## src/rtl/lsu_mem_stage.sv

```systemverilog
// Memory-stage load/store unit: issues one data-memory access per request over a
// req/ack handshake, formats load data, and stalls the pipeline until completion.
module lsu_mem_stage #(
   parameter int unsigned TIMEOUT = 64
) (
   input  logic        clk,
   input  logic        rst,
   // Request handshake: an op transfers on a rising edge where req_valid && req_ready.
   input  logic        req_valid,
   output logic        req_ready,
   input  logic        req_we,
   input  logic [1:0]  req_size,
   input  logic        req_unsigned,
   input  logic [31:0] req_addr,
   input  logic [31:0] req_wdata,
   input  logic [4:0]  req_rd,
   output logic        dmem_req,
   output logic        dmem_we,
   output logic [31:0] dmem_addr,
   output logic [3:0]  dmem_be,
   output logic [31:0] dmem_wdata,
   input  logic        dmem_ack,
   input  logic [31:0] dmem_rdata,
   output logic        resp_valid,
   output logic        resp_wb,
   output logic [4:0]  resp_rd,
   output logic [31:0] resp_data,
   output logic [1:0]  resp_err,
   output logic        stall,
   output logic [1:0]  dbg_state
);

   localparam int CW = (TIMEOUT > 1) ? $clog2(TIMEOUT) : 1;
   localparam logic [CW-1:0] CNT_LAST = CW'(TIMEOUT - 1);

   localparam logic [1:0] ERR_OK    = 2'b00;
   localparam logic [1:0] ERR_ALIGN = 2'b01;
   localparam logic [1:0] ERR_TMO   = 2'b10;
   localparam logic [1:0] ERR_SIZE  = 2'b11;

   typedef enum logic [1:0] {
      S_IDLE   = 2'b00,
      S_ACCESS = 2'b01,
      S_RESP   = 2'b10
   } state_e;

   state_e         state_q, state_d;
   logic           we_q, we_d;
   logic [1:0]     size_q, size_d;
   logic           uns_q, uns_d;
   logic [31:0]    addr_q, addr_d;
   logic [4:0]     rd_q, rd_d;
   logic [3:0]     be_q, be_d;
   logic [31:0]    wdata_q, wdata_d;
   logic [31:0]    data_q, data_d;
   logic [1:0]     err_q, err_d;
   logic [CW-1:0]  cnt_q, cnt_d;

   logic [31:0]    rshift;
   logic [31:0]    load_fmt;
   logic           misaligned;

   // Lane extraction uses the latched address so the result is independent of req_*.
   always_comb begin
      rshift   = dmem_rdata >> {addr_q[1:0], 3'b000};
      load_fmt = dmem_rdata;
      case (size_q)
         2'b00:   load_fmt = uns_q ? {24'h0, rshift[7:0]}  : {{24{rshift[7]}},  rshift[7:0]};
         2'b01:   load_fmt = uns_q ? {16'h0, rshift[15:0]} : {{16{rshift[15]}}, rshift[15:0]};
         default: load_fmt = dmem_rdata;
      endcase
   end

   always_comb begin
      misaligned = ((req_size == 2'b01) && req_addr[0]) ||
                   ((req_size == 2'b10) && (req_addr[1:0] != 2'b00));
   end

   always_comb begin
      state_d = state_q;
      we_d    = we_q;
      size_d  = size_q;
      uns_d   = uns_q;
      addr_d  = addr_q;
      rd_d    = rd_q;
      be_d    = be_q;
      wdata_d = wdata_q;
      data_d  = data_q;
      err_d   = err_q;
      cnt_d   = cnt_q;
      case (state_q)
         S_IDLE: begin
            if (req_valid) begin
               we_d    = req_we;
               size_d  = req_size;
               uns_d   = req_unsigned;
               addr_d  = req_addr;
               rd_d    = req_rd;
               data_d  = 32'h0;
               cnt_d   = '0;
               case (req_size)
                  2'b00: begin
                     be_d    = 4'b0001 << req_addr[1:0];
                     wdata_d = {4{req_wdata[7:0]}};
                  end
                  2'b01: begin
                     be_d    = 4'b0011 << req_addr[1:0];
                     wdata_d = {2{req_wdata[15:0]}};
                  end
                  default: begin
                     be_d    = 4'b1111;
                     wdata_d = req_wdata;
                  end
               endcase
               if (req_size == 2'b11) begin
                  err_d   = ERR_SIZE;
                  state_d = S_RESP;
               end else if (misaligned) begin
                  err_d   = ERR_ALIGN;
                  state_d = S_RESP;
               end else begin
                  err_d   = ERR_OK;
                  state_d = S_ACCESS;
               end
            end
         end
         S_ACCESS: begin
            // Ack is tested first so it wins over a timeout in the same cycle.
            if (dmem_ack) begin
               data_d  = load_fmt;
               err_d   = ERR_OK;
               state_d = S_RESP;
            end else if (cnt_q == CNT_LAST) begin
               err_d   = ERR_TMO;
               state_d = S_RESP;
            end else begin
               cnt_d = cnt_q + 1'b1;
            end
         end
         S_RESP: begin
            state_d = S_IDLE;
         end
         default: begin
            state_d = S_IDLE;
         end
      endcase
   end

   always_ff @(posedge clk or posedge rst) begin
      if (rst) begin
         state_q <= S_IDLE;
         we_q    <= 1'b0;
         size_q  <= 2'b00;
         uns_q   <= 1'b0;
         addr_q  <= 32'h0;
         rd_q    <= 5'd0;
         be_q    <= 4'h0;
         wdata_q <= 32'h0;
         data_q  <= 32'h0;
         err_q   <= 2'b00;
         cnt_q   <= '0;
      end else begin
         state_q <= state_d;
         we_q    <= we_d;
         size_q  <= size_d;
         uns_q   <= uns_d;
         addr_q  <= addr_d;
         rd_q    <= rd_d;
         be_q    <= be_d;
         wdata_q <= wdata_d;
         data_q  <= data_d;
         err_q   <= err_d;
         cnt_q   <= cnt_d;
      end
   end

   // Every output is a decode of state or a registered field.
   always_comb begin
      req_ready  = (state_q == S_IDLE);
      stall      = (state_q != S_IDLE);
      dmem_req   = (state_q == S_ACCESS);
      dmem_we    = we_q;
      dmem_addr  = {addr_q[31:2], 2'b00};
      dmem_be    = be_q;
      dmem_wdata = wdata_q;
      resp_valid = (state_q == S_RESP);
      resp_wb    = (state_q == S_RESP) && !we_q && (err_q == ERR_OK) && (rd_q != 5'd0);
      resp_rd    = (state_q == S_RESP) ? rd_q : 5'd0;
      resp_err   = (state_q == S_RESP) ? err_q : 2'b00;
      resp_data  = resp_wb ? data_q : 32'h0;
      dbg_state  = state_q;
   end

endmodule

```

## config.mk

```make
export PLATFORM = sky130hd
export DESIGN_NAME = lsu_mem_stage
export DESIGN_NICKNAME = d
export VERILOG_FILES = /design/src/rtl/lsu_mem_stage.sv
export SDC_FILE = /design/constraint.sdc
export NUM_CORES = 1
export LEC_CHECK = 0
export ABC_AREA = 1
export BUFFER_PORTS_ARGS = -buffer_cell sky130_fd_sc_hd__buf_2
export CAP_MARGIN = 20
export CORE_MARGIN = 3
export CORE_UTILIZATION = 35
export CTS_CLUSTER_SIZE = 30
export DETAILED_ROUTE_END_ITERATION = 8
export PLACE_DENSITY = 0.7
export SKIP_LAST_GASP = 1
export SLEW_MARGIN = 0
export SYNTH_ARGS = -nofsm -noshare
export SYNTH_HDL_FRONTEND = slang
export SYNTH_SLANG_ARGS = --single-unit
export TNS_END_PERCENT = 5
```

## constraint.sdc

```tcl
create_clock -name clk -period 3.24 [get_ports clk]
set_input_delay 0.324 -clock clk [delete_from_list [all_inputs] [get_ports clk]]
set_output_delay 0.324 -clock clk [all_outputs]
set_load 0.03 [all_outputs]
```

======== Yosys cells after proc, flatten, opt, wreduce, memory -nomap -nowiden ========
Index checks and enable logic that the tools add are counted.
word-level totals
  ROM bits ................................ 0
  latch bits .............................. 0
  memory bits (writable) .................. 0
  memories kept ........................... 0
  flip-flop bits (word level) ............. 119
  logic and storage cells ................. 73
  output and inout bits ................... 115
cells by class
  mux-type cells .......................... 26
  shift-type cells ........................ 3
  div/mod/pow operators ................... 0
  eq/ne operators ......................... 12
  order comparisons ....................... 0
  add/sub/neg operators ................... 1
  reduce and logical (&&, ||, !) cells .... 20
  bitwise gates (word level) .............. 0
  multiply operators ...................... 0
operators with widths
  kind                                                  count
  one-hot mux 32 bit (2 select lines)                   3
  2-to-1 mux 32 bit                                     5
  >> shifter 32 x 5 -> 16 bit                           1
  2-to-1 mux 2 bit                                      9
  2-to-1 mux 6 bit                                      3
  one-hot mux 6 bit (2 select lines)                    1
  zero test 2 bit                                       4
  one-hot mux 2 bit (2 select lines)                    2
  one-hot mux 4 bit (2 select lines)                    1
  adder 6 x 1 -> 6 bit (second input constant)          1
  equality test 2 x 1 -> 1 bit (second input constant)  3
  equality test 2 bit (second input constant)           3
  equality test 6 bit (second input constant)           1
  != test 2 bit (second input constant)                 3
  AND reduction 3 bit                                   2
  nonzero test 2 bit                                    3
  logical AND 1 bit                                     5
  2-to-1 mux 5 bit                                      1
  nonzero test 5 bit                                    1
  AND reduction 2 bit                                   2
  AND reduction 4 bit                                   1
  left shift 1 x 2 -> 4 bit (first input constant)      1
  left shift 2 x 2 -> 4 bit (first input constant)      1
  != test 3 x 1 -> 1 bit (second input constant)        1
  4 further kinds                                       4

======== Logic depth before layout (Yosys ltp) ========
  word-level depth ........................ 7
  mapped depth ............................ 9
  gate-level depth less buffers ........... 9

======== Worst setup path before layout ========
No wires, ideal clock.
  path kind ............................... flip-flop to output port
  start ................................... register state_q[1] (netlist: dbg_state[1])
  end ..................................... output port resp_data[22]
  cell stages (with the launch flop) ...... 7
  arrival ................................. 1.908 ns
  setup slack ............................. 1.008 ns
  required time ........................... 2.916 ns
  buffers on the path ..................... 1
  path through ............................ dfrtp_1 -> inv_2 -> nor2_2 -> nand4_1 -> a31o_2 -> buf_2 -> nor2_1
on the way
  longest elaborated chain between the ends .. 5
RTL lines
  element                          RTL line  RTL
  start: declaration               47        state_e state_q, state_d;
  start signal: assignment         163       state_q <= state_d;
  equality test 2 bit              n/a
  net resp_valid                   24        output logic resp_valid,
  logical AND 1 bit (3 in series)  187       resp_wb = (state_q == S_RESP) && !we_q && (err_q == ERR_OK) && (rd_q != 5'd0);
  2-to-1 mux 32 bit                190       resp_data = resp_wb ? data_q : 32'h0;
  end: declaration                 27        output logic [31:0] resp_data,
The timed path passes the listed nets, and every way through them passes these cells.

======== Worst setup path in the final report ========
  start ................................... register state_q[1] (netlist: dbg_state[1])
  end ..................................... output port resp_data[9]
on the way
  longest elaborated chain between the ends .. 5
RTL lines
  element                          RTL line
  equality test 2 bit              187
  logical AND 1 bit (3 in series)  187
  2-to-1 mux 32 bit                190
Every way passes these cells.

==> flow_summary.toml <==
[detailed_routing]
vias = 6009
drc_errors = 0
top_layer_used = "met4"
total_length_of_routed_met3_wires_um = 1770
detailroute.wirelength.met2_um = 8710
drt.antenna.violating_nets = 0
drt_initial_violations = 356
drt_first_pass_iters = 5
detail_route.vias_per_cell = 4.76
total_wire_length_um = 18500
drt-wirelength-per-cell_um = 14.7
drt-met1-wl_um = 7610

[cells_and_area]
diodes = 0
final_core_util = 0.453
post-route-cell-area_um2 = 7830
finalNetCount = 1134
layout-drive-gt1-share = 0.275
number_of_non_filler_instances_in_the_completed_layout = 1262
layout.cells.most_common = "nand2_1"
syn_to_final_growth_pct = 26.4
mostFrequentLayoutCells = "nand2_1, buf_2, dfrtp_1"

[floorplanning]
full_die_area_um2 = 19300
initial_core_util = 0.358
fp-row-count = 48
die_w_um = 139
io_pins = 224
dieHeight_um = 139
core-area_um2 = 17300

[clocking]
clock_sink_count = 119
cts-buffers-inserted = 17
cts_post_setup_buffers_inserted = 0
clk_path_buf_depth = 2
tritoncts = "done"
post_cts_hold_buffer_count = 0
htree_num_levels = 4
cts_resized = 0
clock_tree.root_cell = "clkbuf_16"
worstSkewPairLatency_ns = 0.41
clk_pin_slew_ns = 0.06

[global_routing]
grt_pass1_wl_um = 29800
grt_pass1_vias = 5882
grt_start_max_net_pins = 120
globalRoute.totalOverflow = 0
grt_use_total = 0.191
grt_antenna_before_repair = 0

[setup_path]
timing.critical_path.slowest_cell_delay_ns = 0.45
critical_path.endpoint_type = "primary output"
critical_path_arrival_ns = 2.01
cp_data_required_time_ns = 2.92
timing.critical_path.from_type = "register"
crit_fanout = 33
worst_r2r_startpoint = "addr_q[0]"
worst_path_max_delay_cell = "a31o_2"
critical_path_class = "register to primary output"
regToRegEndpoint = "data_q[11]"
r2r.worst_path.cells = 8
r2r_slack_ns = 1.17
critical_path.cell_chain = "inv_2, nor2_2, nand4_1, a31o_2, nor2_1, buf_2"

[timing]
unrepaired_setup_endpoints_after_global_routing = "no"
timing.max_slew.rel_slack = 0.483
slew_viol_final = 0
setup-tns-final_ns = 0
timing_worst_slew_pin_value_ns = 0.772
timing.final.setup_violations = 0
setup_slack_ns = 0.905
final.period_utilization = 0.721
clock_skew_ns = 0.00940
hold_slack_ns = 0.0684
fin_crit_ns = 2.34
max_freq_mhz = 428
final_hold_viol_count = 0

[synthesis]
yosysSeqAreaShare = 0.481
post_synth.cell_area_avg_um2 = 7.32
synth_top_area_share = 0.481
yosysTopAreaCell = "dfrtp_1"
ys_warn_count = 0
synthesis.area_um2 = 6190
synthesis.instances = 846
yosys_register_bits = 119
synth_top_cells_by_area = "dfrtp_1, nand2_1, nor2_1"
synth.distinct_cells = 32

[power_and_ir_drop]
power-per-cell-area_nw_per_um2 = 829
ir_drop_v = 0.000441
total_power_mw = 6.49
total_leakage_power_nw = 4.24

[hold_path]
hp-class = "input pin to asynchronous set/reset pin"

[place]
placed_area_um2 = 7220
place_ws_ns = 1.14
place.detailed.instances = 1230
hpwlAfterDp_um = 13400
routabilityCongestion = 0.954
place.port_buffers = 221

[outcome]
result_of_the_run = "completed"

[job]
cap_viol_max_count = 0
[critical path, delay by kind of cell (launching register included)]
kind,cells,cell delay (ns)
and+or+nand+nor,3,0.46
DFF,1,0.43
buffers and inverters,2,0.28
AOI/OAI and AO/OA,1,0.45
[Yosys cell counts (all sizes together)]
| cell | n |
|---|---|
| nor2 | 116 |
| o2111ai | 6 |
| o21ai | 47 |
| or2 | 1 |
| a31oi | 13 |
| nor3 | 6 |
| ha | 1 |
| nand4 | 3 |
| o211ai | 1 |
| inv | 84 |
| a21oi | 24 |
| nand3b | 2 |
| nand2 | 311 |
| a31o | 2 |
| buf | 60 |
| dfrtp | 119 |
| nand3 | 31 |
| clkbuf | 10 |
| xor2 | 1 |
| conb | 1 |
| o22ai | 7 |
[kinds of logic (layout without fill, tap and decap cells)]
kind of cell,count (synthesis),count (layout),synth area share
and+or+nand+nor,470,470,0.303
adders and majority gates,1,1,0.00202
DFF,119,119,0.481
AOI/OAI and AO/OA,100,100,0.0913
other,1,2,0.000605
xor gates and xnor gates,1,1,0.00141
buffers and inverters,154,344,0.121
[power breakdown]
part	total (mW)	internal (mW)	leakage, nW	switching [mW]
sequential	2.23	1.91	1.48	0.311
clock	1.95	1.23	0.293	0.718
combinational	2.32	0.652	2.47	1.66
total	6.49	3.80	4.24	2.69
[worst max-delay path by stage]
stage / from / to / slack [ns] / cells past startpoint
6_report: dbg_state[1] / resp_data[9] / 0.90 / 6
5_1_grt: dbg_state[1] / resp_data[6] / 0.70 / 6
3_5_place_dp: dbg_state[0] / dmem_wdata[31] / 1.14 / 7
4_1_cts: dbg_state[1] / resp_data[0] / 0.88 / 6
2_1_floorplan: dbg_state[1] / resp_data[22] / 1.01 / 6
3_3_place_gp: dbg_state[0] / dmem_wdata[31] / 1.17 / 7
[layout make-up]
class                   instances  area [µm²]
well taps                     225         282
repair buffers                228        1170
clock buffers                  18         439
multi-input cells             574        2470
inverters                      84         319
clock inverters                14         171
fillers                      1791        9470
flip-flops and latches        119        2980
[sequential cells by signal (all words and copies together), names as in the netlist]
register    count
addr_q         32
cnt_q           6
data_q         32
dbg_state       2
dmem_be         4
dmem_wdata     32
dmem_we         1
err_q           2
rd_q            5
size_q          2
uns_q           1
[layer usage]
metal	vias up	global-route usage
li1	2949	-
met1	2763	0.228
met2	269	0.314
met3	28	0.0645
met4	0	0.0803
met5	-	0
Note: power is estimated with default switching activity, not from simulation.
